$ cat src/rtl/stopwatch_time_gen.sv
// Stopwatch time-word generator: 100 Hz prescaler, cascaded hh:mm:ss.cc counters, run/stop/clear FSM.
// Optional macro WATCH_SET_EN adds hour/min set buttons honoured while stopped.
module stopwatch_time_gen #(
  parameter int TICK_DIV = 1_000_000
) (
  input  logic        clk,
  input  logic        reset,
  input  logic        i_btn_run_stop,
  input  logic        i_btn_clear,
`ifdef WATCH_SET_EN
  input  logic        i_btn_hour_up,
  input  logic        i_btn_min_up,
`endif
  output logic [23:0] o_time_data,
  output logic        o_tick,
  output logic        o_running
);

  localparam int PW = $clog2(TICK_DIV);
  localparam logic [PW-1:0] PRE_LAST = PW'(TICK_DIV - 1);

  typedef enum logic [1:0] {
    S_STOP  = 2'd0,
    S_RUN   = 2'd1,
    S_CLEAR = 2'd2
  } state_t;

  state_t        state_q, state_d;
  logic [PW-1:0] pres_q, pres_d;
  logic [4:0]    hour_q, hour_d;
  logic [5:0]    min_q, min_d;
  logic [5:0]    sec_q, sec_d;
  logic [6:0]    msec_q, msec_d;
  logic          tick_q, tick_d;
  logic          running_q, running_d;
  logic          step_s;
  logic          set_hour_s;
  logic          set_min_s;

`ifdef WATCH_SET_EN
  assign set_hour_s = i_btn_hour_up;
  assign set_min_s  = i_btn_min_up;
`else
  assign set_hour_s = 1'b0;
  assign set_min_s  = 1'b0;
`endif

  assign step_s = (state_q == S_RUN) && (pres_q == PRE_LAST);

  // Next-state logic for FSM, prescaler and the time cascade
  always_comb begin
    state_d = state_q;
    pres_d  = pres_q;
    hour_d  = hour_q;
    min_d   = min_q;
    sec_d   = sec_q;
    msec_d  = msec_q;
    tick_d  = 1'b0;
    case (state_q)
      S_STOP: begin
        if (i_btn_run_stop) begin
          state_d = S_RUN;
        end else if (i_btn_clear) begin
          state_d = S_CLEAR;
        end else begin
          // Set increments wrap within their own field and never carry
          if (set_hour_s) hour_d = (hour_q >= 5'd23) ? 5'd0 : hour_q + 5'd1;
          else            hour_d = hour_q;
          if (set_min_s)  min_d = (min_q >= 6'd59) ? 6'd0 : min_q + 6'd1;
          else            min_d = min_q;
        end
      end
      S_RUN: begin
        if (step_s) begin
          pres_d = {PW{1'b0}};
          tick_d = 1'b1;
          if (msec_q >= 7'd99) begin
            msec_d = 7'd0;
            if (sec_q >= 6'd59) begin
              sec_d = 6'd0;
              if (min_q >= 6'd59) begin
                min_d  = 6'd0;
                hour_d = (hour_q >= 5'd23) ? 5'd0 : hour_q + 5'd1;
              end else begin
                min_d = min_q + 6'd1;
              end
            end else begin
              sec_d = sec_q + 6'd1;
            end
          end else begin
            msec_d = msec_q + 7'd1;
          end
        end else begin
          pres_d = pres_q + PW'(1);
        end
        if (i_btn_run_stop) state_d = S_STOP;
        else                state_d = S_RUN;
      end
      S_CLEAR: begin
        state_d = S_STOP;
        pres_d  = {PW{1'b0}};
        hour_d  = 5'd0;
        min_d   = 6'd0;
        sec_d   = 6'd0;
        msec_d  = 7'd0;
      end
      default: begin
        state_d = S_STOP;
      end
    endcase
    running_d = (state_d == S_RUN);
  end

  // State and output registers with synchronous reset
  always_ff @(posedge clk) begin
    if (reset) begin
      state_q   <= S_STOP;
      pres_q    <= {PW{1'b0}};
      hour_q    <= 5'd0;
      min_q     <= 6'd0;
      sec_q     <= 6'd0;
      msec_q    <= 7'd0;
      tick_q    <= 1'b0;
      running_q <= 1'b0;
    end else begin
      state_q   <= state_d;
      pres_q    <= pres_d;
      hour_q    <= hour_d;
      min_q     <= min_d;
      sec_q     <= sec_d;
      msec_q    <= msec_d;
      tick_q    <= tick_d;
      running_q <= running_d;
    end
  end

  assign o_time_data = {hour_q, min_q, sec_q, msec_q};
  assign o_tick      = tick_q;
  assign o_running   = running_q;

endmodule
$ cat config.mk
export PLATFORM = sky130hd
export DESIGN_NAME = stopwatch_time_gen
export DESIGN_NICKNAME = d
export VERILOG_FILES = /design/src/rtl/stopwatch_time_gen.sv
export SDC_FILE = /design/constraint.sdc
export NUM_CORES = 1
export LEC_CHECK = 0
export ABC_AREA = 1
export CAP_MARGIN = 40
export CORE_MARGIN = 2
export CORE_UTILIZATION = 30
export DETAILED_ROUTE_END_ITERATION = 7
export GPL_TIMING_DRIVEN = 0
export PLACE_DENSITY = 0.58
export SLEW_MARGIN = 20
export SYNTH_ARGS = -nofsm -noshare
export SYNTH_HDL_FRONTEND = slang
export SYNTH_SLANG_ARGS = --single-unit
$ cat constraint.sdc
create_clock -name clk -period 4.21 [get_ports clk]
set_input_delay 0.6315 -clock clk [delete_from_list [all_inputs] [get_ports clk]]
set_output_delay 0.6315 -clock clk [all_outputs]
set_load 0.02 [all_outputs]
### Word level (Yosys, flattened, before mapping)

Index checks and enable logic that the tools add are counted.

* bits in registers: 48
* input bits: 4

* add/sub/neg operators: 5
* order comparisons: 4
* equality and inequality tests: 8
* muxes and demuxes: 25
* bitwise logic cells: 1
* reduce and logical (&&, ||, !) cells: 8

Operators by type and width (count)
* $mux 6: 7
* $pmux 20 s2: 1
* $mux 5: 5
* $pmux 6 s2: 2
* $add 20x1->20 const B: 1
* $eq 20x20->1 const B: 1
* $mux 20: 1
* $mux 7: 2
* $pmux 7 s2: 1
* $add 6x1->6 const B: 2
* $ge 6x6->1 const B: 2
* $pmux 5 s2: 1
* $add 7x1->7 const B: 1
* $ge 7x7->1 const B: 1
* $ne 2x1->1 const B: 3
* $add 5x1->5 const B: 1
* $ge 5x5->1 const B: 1
* $reduce_and 5->1: 1
* $eq 2x1->1 const B: 2
* $mux 2: 2
* $pmux 2 s2: 1
* $reduce_and 4->1: 1
* $reduce_and 3->1: 1
* $eq 2x2->1 const B: 1
* 8 further kinds: 9

### Longest topological paths before layout

* word-level depth: 7
* depth in mapped cells: 12
* depth with buffers taken out: 12

### Least setup slack after synthesis

OpenSTA, ideal clock, no wires.

* kind: flip-flop to flip-flop
* from: register sec_q[0]
* to: register min_q[1]
* data arrival time: 1.597 ns
* path slack: 2.499 ns
* cell stages (with the launch flop): 9
* path buffers: 1
* period minus slack after synthesis: 1.711 ns
* cells stage by stage: dfxtp_1 ha_1 nor2_1 or2_1 buf_6 o21ai_4 nand3_4 a21oi_1 nor2_1

* word-level cells in the longest chain between the ends: 3

Ends and longest elaborated chain
* start: declaration: RTL line 32 `logic [5:0] sec_q, sec_d;`
* start signal: assignment: RTL line 121 `sec_q <= 6'd0;`
* start signal: assignment: RTL line 130 `sec_q <= sec_d;`
* $ge 6x6->1: RTL line 79 `if (sec_q >= 6'd59) begin`
* $ne 2x1->1 (no source line)
* $reduce_and 4->1 (no source line)
* end signal: assignment: RTL line 129 `min_q <= min_d;`
* end: declaration: RTL line 31 `logic [5:0] min_q, min_d;`

No other way between the ends.
A chain may end at the register's enable or synchronous reset.

### Worst setup path after layout

* from: register state_q[1]
* to: register pres_q[19]

* word-level cells in the longest chain between the ends: 4
* elaborated cells between the ends (all ways): 6
* those cells by class: eq/ne: 2; mux: 2; reduce/logical: 2

Ends and longest elaborated chain
* start: declaration: RTL line 28 `state_t state_q, state_d;`
* start signal: assignment: RTL line 126 `state_q <= state_d;`
* $eq 2x1->1: RTL line 48, 59
* $logic_and 1x1->1: RTL line 48 `assign step_s = (state_q == S_RUN) && (pres_q == PRE_LAST);`
* $mux 20: RTL line 74 `if (step_s) begin`
* $pmux 20 s2: RTL line 59 `case (state_q)`
* end signal: assignment: RTL line 118 `pres_q <= {PW{1'b0}};`
* end signal: assignment: RTL line 127 `pres_q <= pres_d;`
* end: declaration: RTL line 29 `logic [PW-1:0] pres_q, pres_d;`

Parallel ways exist; a longest one is shown, timed or not.

==> metrics.md <==
| Metric | Value |
|---|---|
| Outcome | `complete, no violations` |
| Fillers | `982` |
| Die Height | `102.6 um` |
| First-pass GRT wire length | `12.16 mm` |
| Critical path's slowest cell | `ha_1` |
| Slew Viols, Final | `0` |
| Core area | `9328 um2` |
| Worst path max stage delay | `0.43 ns` |
| Synth Area in XOR/XNOR | `0.02703` |
| Congestion Overflow GR | `0` |
| Share of cells above drive strength 1 | `0.07287` |
| Largest delay share family, worst path | `simple AND/OR/NAND/NOR gates` |
| P_sw | `309.4 uW` |
| Worst EP arrival | `2.36 ns` |
| Starting DRT DRC Count | `133` |
| Synth top area cells | `dfxtp_1 (33%), nand2_1 (16%), nor2_1 (9.1%), nand3_1 (6.5%), inv_1 (6.3%)` |
| Post-route ant nets | `0` |
| Max Cap Viol | `0` |
| Seq/Total Area, Yosys | `0.3295` |
| Cell Chain, Critical Path | `inv_1 -> ha_1 -> inv_2 -> buf_2 -> nor2_2 -> nand2_1 -> inv_2 -> nand2_1 -> a21oi_1` |
| CP Capture Type | `flop` |
| Post-DP HPWL | `5.291 mm` |
| Maximum number of pins on one net before global-route repair | `15` |
| RSZ-0062 raised after global routing | `no` |
| Synth cell types | `39` |
| CTS Buf Count | `5` |
| CTS H-tree lvls | `2` |
| Routed len/inst | `11.36 um` |
| DIE WIDTH | `102.6 um` |
| Initial antenna violation count | `0` |
| Row Count | `35` |
| Yosys Warn Count | `0` |
| Hold Vio Cnt, Final | `0` |
| Post-synthesis simple-gate area fraction | `0.4076` |
| Vias per std cell | `4.663` |
| Internal power | `761.1 uW` |
| TritonRoute pass-1 iters | `4` |
| Crit share post-route | `0.5055` |
| Worst Max-Slew Pin Slew | `0.5215 ns` |
| Setup TNS Final | `0 ns` |
| Post-synth top cells | `nand2_1 (122), nor2_1 (71), inv_1 (49), dfxtp_1 (48), nand3_1 (38)` |
| CP bufs+invs | `4` |
| Power Dens Cells | `306.3 nW/um2` |
| Flop and latch count out of synthesis | `48` |
| Top FF cell, synth | `dfxtp_1` |
| CTS hold repair buffers | `0` |
| Clock power frac | `0.345` |
| Leakage power | `1.416 nW` |
| Relative slew slack | `0.6523` |
| Total GRT Usage | `0.1419` |
| Max Fanout on Critical Path | `10` |
| Syn_nets | `469` |
| Post-synthesis mux area share | `0` |
| CTS resizes | `0` |
| Largest family of logic cells by synthesized area | `simple AND/OR/NAND/NOR gates` |
| Peak supply drop | `0.1223 mV` |
| Die ar. | `10530 um2` |
| Clock tree buffer depth | `2` |
| Area share of the largest cell type after synthesis | `0.3295` |
| Fraction of the mapped netlist area in adder cells | `0.03432` |
| Setup CP Type | `reg -> reg` |
| Cells after synthesis | `457` |
| Combinational share of power | `0.191` |
| Clock Latency Late Sink | `0.30 ns` |
| Fmax | `469.9 MHz` |
| Layout Skew | `0.01289 ns` |
| Crit start category | `flop` |
| Synthesized area | `2917 um2` |
| CTS Sinks | `48` |
| Drt total wl | `7.078 mm` |
| Antenna diodes | `0` |
| Most numerous cell in the Yosys netlist | `nand2_1` |
| Hold Slack | `0.5063 ns` |
| Total power | `1.070 mW` |
| Clk root buf | `clkbuf_8` |
| Hold crit path type | `reg -> reg` |
| EDFF count, synth | `0` |
| Cell taking the most area after synthesis | `dfxtp_1` |
| Vias | `2905` |
| Vias in the first global route | `2758` |
| IO Pins | `30` |
| Clock transition at path regs | `0.10 ns` |
| # setup viols final | `0` |
| Seq pwr share | `0.464` |
| Complex-gate fraction of the synthesized area | `0.1081` |
| Placer Congestion | `0.8741` |
| Residual DRC count | `0` |
| Nets@finish | `505` |
| IO Port Bufs | `29` |
| Area delta synth->final | `19.82%` |
| Initial core utilization | `0.3127` |
| CP required | `4.44 ns` |
| Switching part of the total | `0.2890` |
| CTS tree | `yes` |
| Minimum clock period | `2.128 ns` |
| Post-CTS Setup Bufs | `0` |
| Mean Syn Cell Area | `6.382 um2` |
| Post-synth ARST share | `0` |
[area by class of cell]
cell class	instances	area, um2	area share
well taps	129	161.4	0.04619
repair buffers	29	290.3	0.08306
plain buffers	13	68.82	0.01969
clock buffers	7	96.34	0.02757
multi-input cells	342	1683	0.4816
flip-flops and latches	48	960.9	0.2750
clock inverters	1	30.03	0.008593
inverters	54	203.9	0.05836
[worst paths after layout]
kind / depth (start not counted) / to / slack (ns) / start
worst max-delay path: 9 / pres_q[19] / 2.08 / state_q[1]
worst min-delay path: 2 / pres_q[1] / 0.51 / pres_q[1]
worst max register to register: 9 / pres_q[19] / 2.08 / state_q[1]
worst min register to register: 2 / pres_q[1] / 0.51 / pres_q[1]
[placed cells by master (no fill, tap or decap), types with 2 or more instances in the layout]
cell type / n
a21oi_1: 31
buf_2: 7
clkbuf_1: 4
clkbuf_8: 7
clkdlybuf4s50_1: 29
dfxtp_1: 48
ha_1: 8
inv_1: 49
inv_2: 4
nand2_1: 122
nand3_1: 38
nand3_4: 2
nand4_1: 14
nor2_1: 71
nor2_2: 3
nor3_1: 9
nor4_1: 2
o211ai_1: 2
o21ai_0: 12
o21bai_1: 3
xnor2_1: 3
xor2_1: 6
[power groups by stage]
stage                     sequential [mW]  clock [mW]  combinational, mW
after floorplan                     0.524           0              0.115
after global placement              0.506           0              0.202
after detailed placement            0.507           0              0.206
after CTS                           0.496       0.382              0.207
after global routing                0.500       0.399              0.228
final                               0.497       0.369              0.205
[tightest hold or removal path, cell delays in order, from the launching register on]
cell and delay, ns:
dfxtp_1 0.34, nand2_1 0.07, a21oi_1 0.06
[state kept, by name, indices dropped and copies added, names as in the netlist]
register / flops
min_q: 6
sec_q: 6
hour_q: 5
state_q: 2
msec_q: 7
o_tick: 1
o_running: 1
pres_q: 20
[kinds of logic (layout without fill, tap and decap cells)]
| family | after synthesis | after routing |
|---|---|---|
| xor gates and xnor gates | 9 | 9 |
| adders and majority gates | 8 | 8 |
| buffers and inverters | 67 | 104 |
| and+or+nand+nor | 270 | 270 |
| AOI/OAI and AO/OA | 55 | 55 |
| DFF | 48 | 48 |
[per-layer routing]
layer  GRT usage  routed length, um  part of all wire
met4     0.05333                123             0.017
met5           0                  0                 0
met3     0.02712                277             0.039
met1      0.1802               3296              0.47
met2      0.2388               3381              0.48
[metrics by stage]
step	worst slack, ns	area [um2]	utilization	std cells
after global routing	1.936	3495	0.3746	623
final	2.082	3495	0.3746	623
after floorplan	2.499	2917	-	457
after global placement	2.177	3368	0.3611	615
after detailed placement	2.126	3368	0.3611	615
after CTS	2.105	3495	0.3746	623
(Power assumes the default switching activity.)
